## config.mk

```make
export PLATFORM = sky130hd
export DESIGN_NAME = exe_div_arbiter
export DESIGN_NICKNAME = d
export VERILOG_FILES = /design/src/rtl/exe_div_arbiter.sv
export SDC_FILE = /design/constraint.sdc
export NUM_CORES = 1
export LEC_CHECK = 0
export CORE_AREA = 5 5 235 237
export CTS_BUF_LIST = sky130_fd_sc_hd__clkbuf_8 sky130_fd_sc_hd__clkbuf_16
export CTS_CLUSTER_SIZE = 16
export DETAILED_ROUTE_END_ITERATION = 16
export DIE_AREA = 0 0 240 242
export GPL_TIMING_DRIVEN = 0
export PLACE_DENSITY = 0.52
export SYNTH_ARGS = -nofsm -noshare
export SYNTH_HDL_FRONTEND = slang
export SYNTH_SLANG_ARGS = --single-unit
export TNS_END_PERCENT = 20
```

## constraint.sdc

```tcl
create_clock -name clk -period 7.52 [get_ports clk]
set_input_delay 1.504 -clock clk [delete_from_list [all_inputs] [get_ports clk]]
set_output_delay 1.504 -clock clk [all_outputs]
set_load 0.01 [all_outputs]
```

## src/rtl/exe_div_arbiter.sv

```systemverilog
// Round-robin arbiter sharing one iterative divider between issue ports 0 and 1.
// Latency: request sampled at t -> div_en_in at t+1; div_en_out at d -> reqN_done at d+1.
// Backpressure: requests are held (reqN_stall) until their done pulse; one op in flight.
module exe_div_arbiter #(
   parameter int TIMEOUT = 48
) (
   input  logic        clk,
   input  logic        rst,
   input  logic        flush_by_writeback,
   input  logic        req0_valid,
   input  logic        req0_op,
   input  logic        req0_sign,
   input  logic [31:0] req0_sr0,
   input  logic [31:0] req0_sr1,
   input  logic [4:0]  req0_addr,
   input  logic [31:0] req0_pc,
   input  logic [31:0] req0_inst,
   input  logic        req1_valid,
   input  logic        req1_op,
   input  logic        req1_sign,
   input  logic [31:0] req1_sr0,
   input  logic [31:0] req1_sr1,
   input  logic [4:0]  req1_addr,
   input  logic [31:0] req1_pc,
   input  logic [31:0] req1_inst,
   output logic        req0_done,
   output logic        req0_stall,
   output logic        req1_done,
   output logic        req1_stall,
   output logic [31:0] res_result,
   output logic [4:0]  res_addr,
   output logic [31:0] res_pc,
   output logic [31:0] res_inst,
   output logic        div_en_in,
   output logic        div_op,
   output logic        div_sign,
   output logic [31:0] div_sr0,
   output logic [31:0] div_sr1,
   output logic [31:0] div_pc_in,
   output logic [31:0] div_inst_in,
   output logic [4:0]  div_addr_in,
   output logic        div_flush,
   input  logic        div_en_out,
   input  logic [31:0] div_result,
   input  logic [4:0]  div_addr_out,
   input  logic [31:0] div_pc_out,
   input  logic [31:0] div_inst_out,
   output logic        timeout_err
);

   localparam logic [1:0] S_IDLE  = 2'd0;
   localparam logic [1:0] S_ISSUE = 2'd1;
   localparam logic [1:0] S_WAIT  = 2'd2;
   localparam logic [1:0] S_DONE  = 2'd3;
   localparam int WDOG_W = $clog2(TIMEOUT + 1);

   logic [1:0]        state_q, state_d;
   logic              last_grant_q, last_grant_d;
   logic              owner_q, owner_d;
   logic              op_q, op_d;
   logic              sign_q, sign_d;
   logic [31:0]       sr0_q, sr0_d;
   logic [31:0]       sr1_q, sr1_d;
   // addr/pc/inst hold the request tag until ISSUE, then the divider's echo once it completes
   logic [4:0]        addr_q, addr_d;
   logic [31:0]       pc_q, pc_d;
   logic [31:0]       inst_q, inst_d;
   logic [31:0]       result_q, result_d;
   logic [WDOG_W-1:0] wdog_q, wdog_d;
   logic              timeout_err_q, timeout_err_d;
   logic              dropped_q, dropped_d;

   logic              owner_valid;
   logic              grant_sel;
   logic              timeout_fire;
   logic              done_pulse;
   logic              issue;

   assign owner_valid = owner_q ? req1_valid : req0_valid;

   // Next-state: arbitration, issue, completion/watchdog wait, result return; flush overrides all
   always_comb begin
      state_d       = state_q;
      last_grant_d  = last_grant_q;
      owner_d       = owner_q;
      op_d          = op_q;
      sign_d        = sign_q;
      sr0_d         = sr0_q;
      sr1_d         = sr1_q;
      addr_d        = addr_q;
      pc_d          = pc_q;
      inst_d        = inst_q;
      result_d      = result_q;
      wdog_d        = wdog_q;
      timeout_err_d = timeout_err_q;
      dropped_d     = dropped_q;
      timeout_fire  = 1'b0;
      grant_sel     = 1'b0;
      case (state_q)
         S_IDLE: begin
            if (req0_valid || req1_valid) begin
               // a lone requester wins; on contention the port not served last wins
               grant_sel = (req0_valid && req1_valid) ? ~last_grant_q : req1_valid;
               owner_d   = grant_sel;
               op_d      = grant_sel ? req1_op   : req0_op;
               sign_d    = grant_sel ? req1_sign : req0_sign;
               sr0_d     = grant_sel ? req1_sr0  : req0_sr0;
               sr1_d     = grant_sel ? req1_sr1  : req0_sr1;
               addr_d    = grant_sel ? req1_addr : req0_addr;
               pc_d      = grant_sel ? req1_pc   : req0_pc;
               inst_d    = grant_sel ? req1_inst : req0_inst;
               dropped_d = 1'b0;
               wdog_d    = '0;
               state_d   = S_ISSUE;
            end
         end
         S_ISSUE: begin
            dropped_d = dropped_q | ~owner_valid;
            wdog_d    = '0;
            state_d   = S_WAIT;
         end
         S_WAIT: begin
            dropped_d = dropped_q | ~owner_valid;
            if (div_en_out) begin
               result_d = div_result;
               addr_d   = div_addr_out;
               pc_d     = div_pc_out;
               inst_d   = div_inst_out;
               state_d  = S_DONE;
            end else if (wdog_q == WDOG_W'(TIMEOUT - 1)) begin
               // hung divider: flush it and return a zero result with the original tag
               timeout_fire  = 1'b1;
               timeout_err_d = 1'b1;
               result_d      = '0;
               state_d       = S_DONE;
            end else begin
               wdog_d = wdog_q + WDOG_W'(1);
            end
         end
         S_DONE: begin
            last_grant_d = owner_q;
            state_d      = S_IDLE;
         end
         default: state_d = S_IDLE;
      endcase
      if (flush_by_writeback) begin
         state_d       = S_IDLE;
         last_grant_d  = last_grant_q;
         wdog_d        = '0;
         dropped_d     = 1'b0;
         timeout_fire  = 1'b0;
         timeout_err_d = timeout_err_q;
      end
   end

   // State registers
   always_ff @(posedge clk or posedge rst) begin
      if (rst) begin
         state_q       <= S_IDLE;
         last_grant_q  <= 1'b1;
         owner_q       <= 1'b0;
         op_q          <= 1'b0;
         sign_q        <= 1'b0;
         sr0_q         <= '0;
         sr1_q         <= '0;
         addr_q        <= '0;
         pc_q          <= '0;
         inst_q        <= '0;
         result_q      <= '0;
         wdog_q        <= '0;
         timeout_err_q <= 1'b0;
         dropped_q     <= 1'b0;
      end else begin
         state_q       <= state_d;
         last_grant_q  <= last_grant_d;
         owner_q       <= owner_d;
         op_q          <= op_d;
         sign_q        <= sign_d;
         sr0_q         <= sr0_d;
         sr1_q         <= sr1_d;
         addr_q        <= addr_d;
         pc_q          <= pc_d;
         inst_q        <= inst_d;
         result_q      <= result_d;
         wdog_q        <= wdog_d;
         timeout_err_q <= timeout_err_d;
         dropped_q     <= dropped_d;
      end
   end

   // Outputs: done only to a still-waiting owner, all data buses zero when not in use
   always_comb begin
      issue       = (state_q == S_ISSUE);
      done_pulse  = (state_q == S_DONE) & ~dropped_q & owner_valid & ~flush_by_writeback;
      req0_done   = done_pulse & ~owner_q;
      req1_done   = done_pulse & owner_q;
      req0_stall  = req0_valid & ~req0_done;
      req1_stall  = req1_valid & ~req1_done;
      res_result  = done_pulse ? result_q : '0;
      res_addr    = done_pulse ? addr_q   : '0;
      res_pc      = done_pulse ? pc_q     : '0;
      res_inst    = done_pulse ? inst_q   : '0;
      div_en_in   = issue & ~flush_by_writeback;
      div_op      = issue & op_q;
      div_sign    = issue & sign_q;
      div_sr0     = issue ? sr0_q  : '0;
      div_sr1     = issue ? sr1_q  : '0;
      div_pc_in   = issue ? pc_q   : '0;
      div_inst_in = issue ? inst_q : '0;
      div_addr_in = issue ? addr_q : '0;
      div_flush   = flush_by_writeback | timeout_fire;
      timeout_err = timeout_err_q;
   end

endmodule

```

* Word-level counts from Yosys, hierarchy flattened *
Cells that the tools add are included.
W data, S select, Z words.

storage, ports and cells
  word-level logic and storage cells = 107
  output and inout port bits = 243
  bits in latches = 0
  RAM bits = 0
  memories kept = 0
  ROM bits = 0
  register bits = 179

cells by class
  equality and inequality tests = 10
  bitwise gates (word level) = 20
  divide/modulo/power cells = 0
  reductions and logical operators = 16
  $mul = 0
  add/sub/neg operators = 1
  multiplexer cells = 46
  $lt $le $gt $ge = 0
  shifts and indexed selects = 0

operators by type and width
  cell                   number
  $mux W32               17
  $pmux W32 S2           2
  $mux W5                5
  $mux W6                4
  $pmux W6 S3            1
  $and A1 B1 Y1          10
  $mux W1                10
  $pmux W5 S2            1
  $reduce_and A2 Y1      5
  $ne A3 B3 Y1 const B   3
  $mux W2                4
  $not A1 Y1             8
  $pmux W2 S4            1
  $reduce_and A4 Y1      2
  $add A6 B1 Y6 const B  1
  $eq A6 B6 Y1 const B   1
  $eq A2 B2 Y1 const B   2
  $ne A2 B2 Y1 const B   2
  $ne A4 B4 Y1 const B   1
  $reduce_bool A2 Y1     2
  $reduce_bool A4 Y1     1
  $reduce_and A3 Y1      1
  $reduce_bool A3 Y1     1
  $eq A2 B1 Y1 const B   1
  6 further kinds        7

* Depth between registers and ports, before layout *
  depth in word-level cells = 7
  depth in mapped cells = 8
  gate-level depth less buffers = 6

* Least setup slack after synthesis *
OpenSTA, ideal clock, no wires.

  path type = input port to output port
  from = input flush_by_writeback
  to = output res_addr[0]
  stages on the path = 7
  path buffers = 3
  data required time = 6.016 ns
  arrival = 2.533 ns
  setup slack = 3.483 ns
  path through = buf_2 -> inv_2 -> nand2_1 -> nor3_1 -> buf_2 -> buf_2 -> and2_1

on the way
  cells in the longest elaborated chain, start to end = 3

ends and longest elaborated chain
  item                         line  source
  start: declaration           9     input logic flush_by_writeback,
  $not A1 Y1 (no source line)  n/a
  $and A1 B1 Y1                194   done_pulse = (state_q == S_DONE) & ~dropped_q & owner_valid & ~flush_by_writeback;
  $mux W5                      200   res_addr = done_pulse ? addr_q : '0;
  end: declaration             31    output logic [4:0] res_addr,

Every way passes these cells.

* Worst setup path after layout *
  from = input req0_valid
  to = output res_addr[1]

on the way
  cells in the longest elaborated chain, start to end = 4

ends and longest elaborated chain
  item                         line  source
  start: declaration           10    input logic req0_valid,
  $mux W1                      79    assign owner_valid = owner_q ? req1_valid : req0_valid;
  $and A1 B1 Y1 (2 in series)  194
  $mux W5                      200

Every way passes these cells.

==> out/qor.yml <==
ys_ff_latch: 179
dpl.hpwl_um: 41600
grt_pass1_wl_um: 72600
power_frac_clock_pct: 16.3
drt_iter0_drc: 440
cts_tree: "yes"
layout-drive-gt1-share_pct: 8.92
setup_tns_ns: 0
grt.total_usage_pct: 16.7
syn-instance-count: 1086
critPathArrivalTime_ns: 4.30
r2r-start: "state_q[0]"
die-area_um2: 58100
fin_util_pct: 34.5
r2r_cells: 8
placed_area_um2: 17700
hold_buffers: 0
area_growth_pct: 72.1
rows: 85
io_pins: 620
yosys_warnings: 0
reg2reg_slack_ns: 4.67
min_to: "timeout_err"
r2r-end: "pc_q[3]"
yosysSeqAreaShare_pct: 42.1
io_buffers: 618
holdWs_ns: 0.473
synth_area_leader_cell: "dfrtp_1"
place.gp.congestion: 0.861
ys_async_sr_fraction_pct: 100
ctsResizeCount: 0
finalCritPeriodShare_pct: 77.2
wl_um: 50700
grt_max_degree: 98
final_nets: 2107
cp_max_fo: 10
totalPowerFinal_mw: 5.71
cts_made_buffers: 17
die_y_um: 242
synth_edf_count: 0
clk_pin_slew_ns: 0.07
routedWlPerCell_um: 20.9
cp-start-kind: "input pin"
ir_worst_vdd_mv: 0.136
dr.pass1.iters: 5
drtAntennaViolNets: 0
die_w_um: 240
grt_pass1_vias: 11200
powerDensity_nw_per_um2: 311
power_frac_comb_pct: 54.0
p_sw_share_pct: 38.4
clock_sinks: 179
netSwitchingPower_mw: 2.19
grt_overflow_total: 0
grt_antenna_before_repair: 0
hold_viol_final: 0
synth_top_cell_area_share_pct: 41.8
worstSetupPathType: "in2out"
ctsLongestPathBuffers: 2
min-delay-start: "timeout_err"
post_cts_buffers: 0
critical_path.endpoint_type: "primary output"
slew_headroom_pct: 36.6
final_area_um2: 18300
internal-power_mw: 3.51
synth_area_leaders: "dfrtp_1, and2_1, mux2i_1"
min_path_cells: 1
layout_commonest_cell: "clkdlybuf4s50_1"
synth.net_count: 1469
start_util_pct: 20.1
vias: 10300
fmax_ghz: 0.172
insertedDiodeCount: 0
layout_common_cells: "clkdlybuf4s50_1, and2_1, dfrtp_1"
rsz0062_at_grt: "no"
clkLatencyLatePin_ns: 0.45
fill_cells: 5511
max_cap_violations: 0
worstMarginPinSlew_ns: 0.951
post_synth_instance_area_um2: 10600
root_buffer: "clkbuf_16"
setup_viol: 0
fin_worst_skew_ns: 0.00971
seqPwrFrac_pct: 29.7
synth_flop_cell: "dfrtp_1"
avgSynthCellArea_um2: 9.80
hp-class: "reg2reg"
vias_per_cell: 4.23
cp.required_ns: 6.02
htree_levels: 4
post-route-min-period_ns: 5.81
synth_cell_types: 47
status: "finished clean"
core_area_um2: 53100
drcViolationCount: 0
drv_slew: 0
p_leak_nw: 7.56
==> critical path, cell delays in order <==
cell	delay [ns]
clkdlybuf4s50_1	0.70
mux2i_1	0.18
nor3_1	0.30
buf_2	0.43
buf_2	0.35
and2_1	0.22
clkdlybuf4s50_1	0.61
==> cell usage after synthesis (5+ instances only) <==
cell type  count
buf_6         13
ha_1           6
buf_4          5
a22o_1        36
and2_1       238
clkbuf_1      41
mux2i_1      137
nand2_1      143
dfrtp_1      178
o21ai_1      134
buf_2         22
mux2_4        10
mux2_2        59
==> sequential cells by signal, indices dropped and copies added (netlist names), 2 cells and up <==
signal	count
inst_q	32
pc_q	32
result_q	32
sr0_q	32
sr1_q	32
wdog_q	6
addr_q	5
state_q	2
==> metal layers <==
| layer | share of wire, % | global-route usage, % | routed length (um) |
|---|---|---|---|
| met5 | 0 | 0 | 0 |
| met4 | 2.2 | 4.94 | 1100 |
| met3 | 8.0 | 4.97 | 4080 |
| met2 | 50 | 29.8 | 25400 |
| met1 | 40 | 19.2 | 20200 |
==> cell type report <==
| cell class | count | area (um2) | area share, % |
|---|---|---|---|
| plain buffers | 87 | 520 | 2.84 |
| flip-flops and latches | 179 | 4480 | 24.4 |
| clock inverters | 14 | 148 | 0.806 |
| repair buffers | 619 | 6210 | 33.9 |
| inverters | 6 | 30.0 | 0.164 |
| clock buffers | 18 | 439 | 2.40 |
| multi-input cells | 814 | 5620 | 30.7 |
| well taps | 696 | 871 | 4.75 |
==> logic make-up after synthesis <==
group           after synthesis  synth area share, %
compound gates              193                 10.9
fa+ha+maj                     6                0.705
buf+inv                      93                 5.10
flops                       179                 42.1
mux                         208                 20.7
simple gates                407                 20.5
==> worst max-delay path by stage <==
| stage | depth (start not counted) | slack (ns) | end | startpoint |
|---|---|---|---|---|
| after floorplan | 1 | 1.16 | addr_q[0] | rst |
| after global placement | 2 | -1.91 | inst_q[23] | rst |
| after detailed placement | 7 | 1.67 | res_addr[1] | req0_valid |
| after CTS | 7 | 1.67 | res_addr[1] | req0_valid |
| after global routing | 7 | 1.56 | res_addr[1] | req0_valid |
| final | 7 | 1.71 | res_addr[1] | req0_valid |
==> metrics by stage <==
stage | std cells | setup WS, ns
6_report | 2433 | 1.71
5_1_grt | 2433 | 1.56
4_1_cts | 2433 | 1.67
3_5_place_dp | 2401 | 1.67
3_3_place_gp | 2400 | -1.91
2_1_floorplan | 1086 | 1.16
==> power groups by stage <==
stage | clock network [mW] | registers [mW] | logic [mW]
2_1_floorplan | 0 | 1.62 | 1.77
3_3_place_gp | 0 | 1.69 | 3.13
3_5_place_dp | 0 | 1.72 | 3.15
4_1_cts | 0.971 | 1.70 | 3.17
5_1_grt | 1.01 | 1.76 | 3.37
6_report | 0.929 | 1.70 | 3.08
Power figures use the tool's default switching activity.
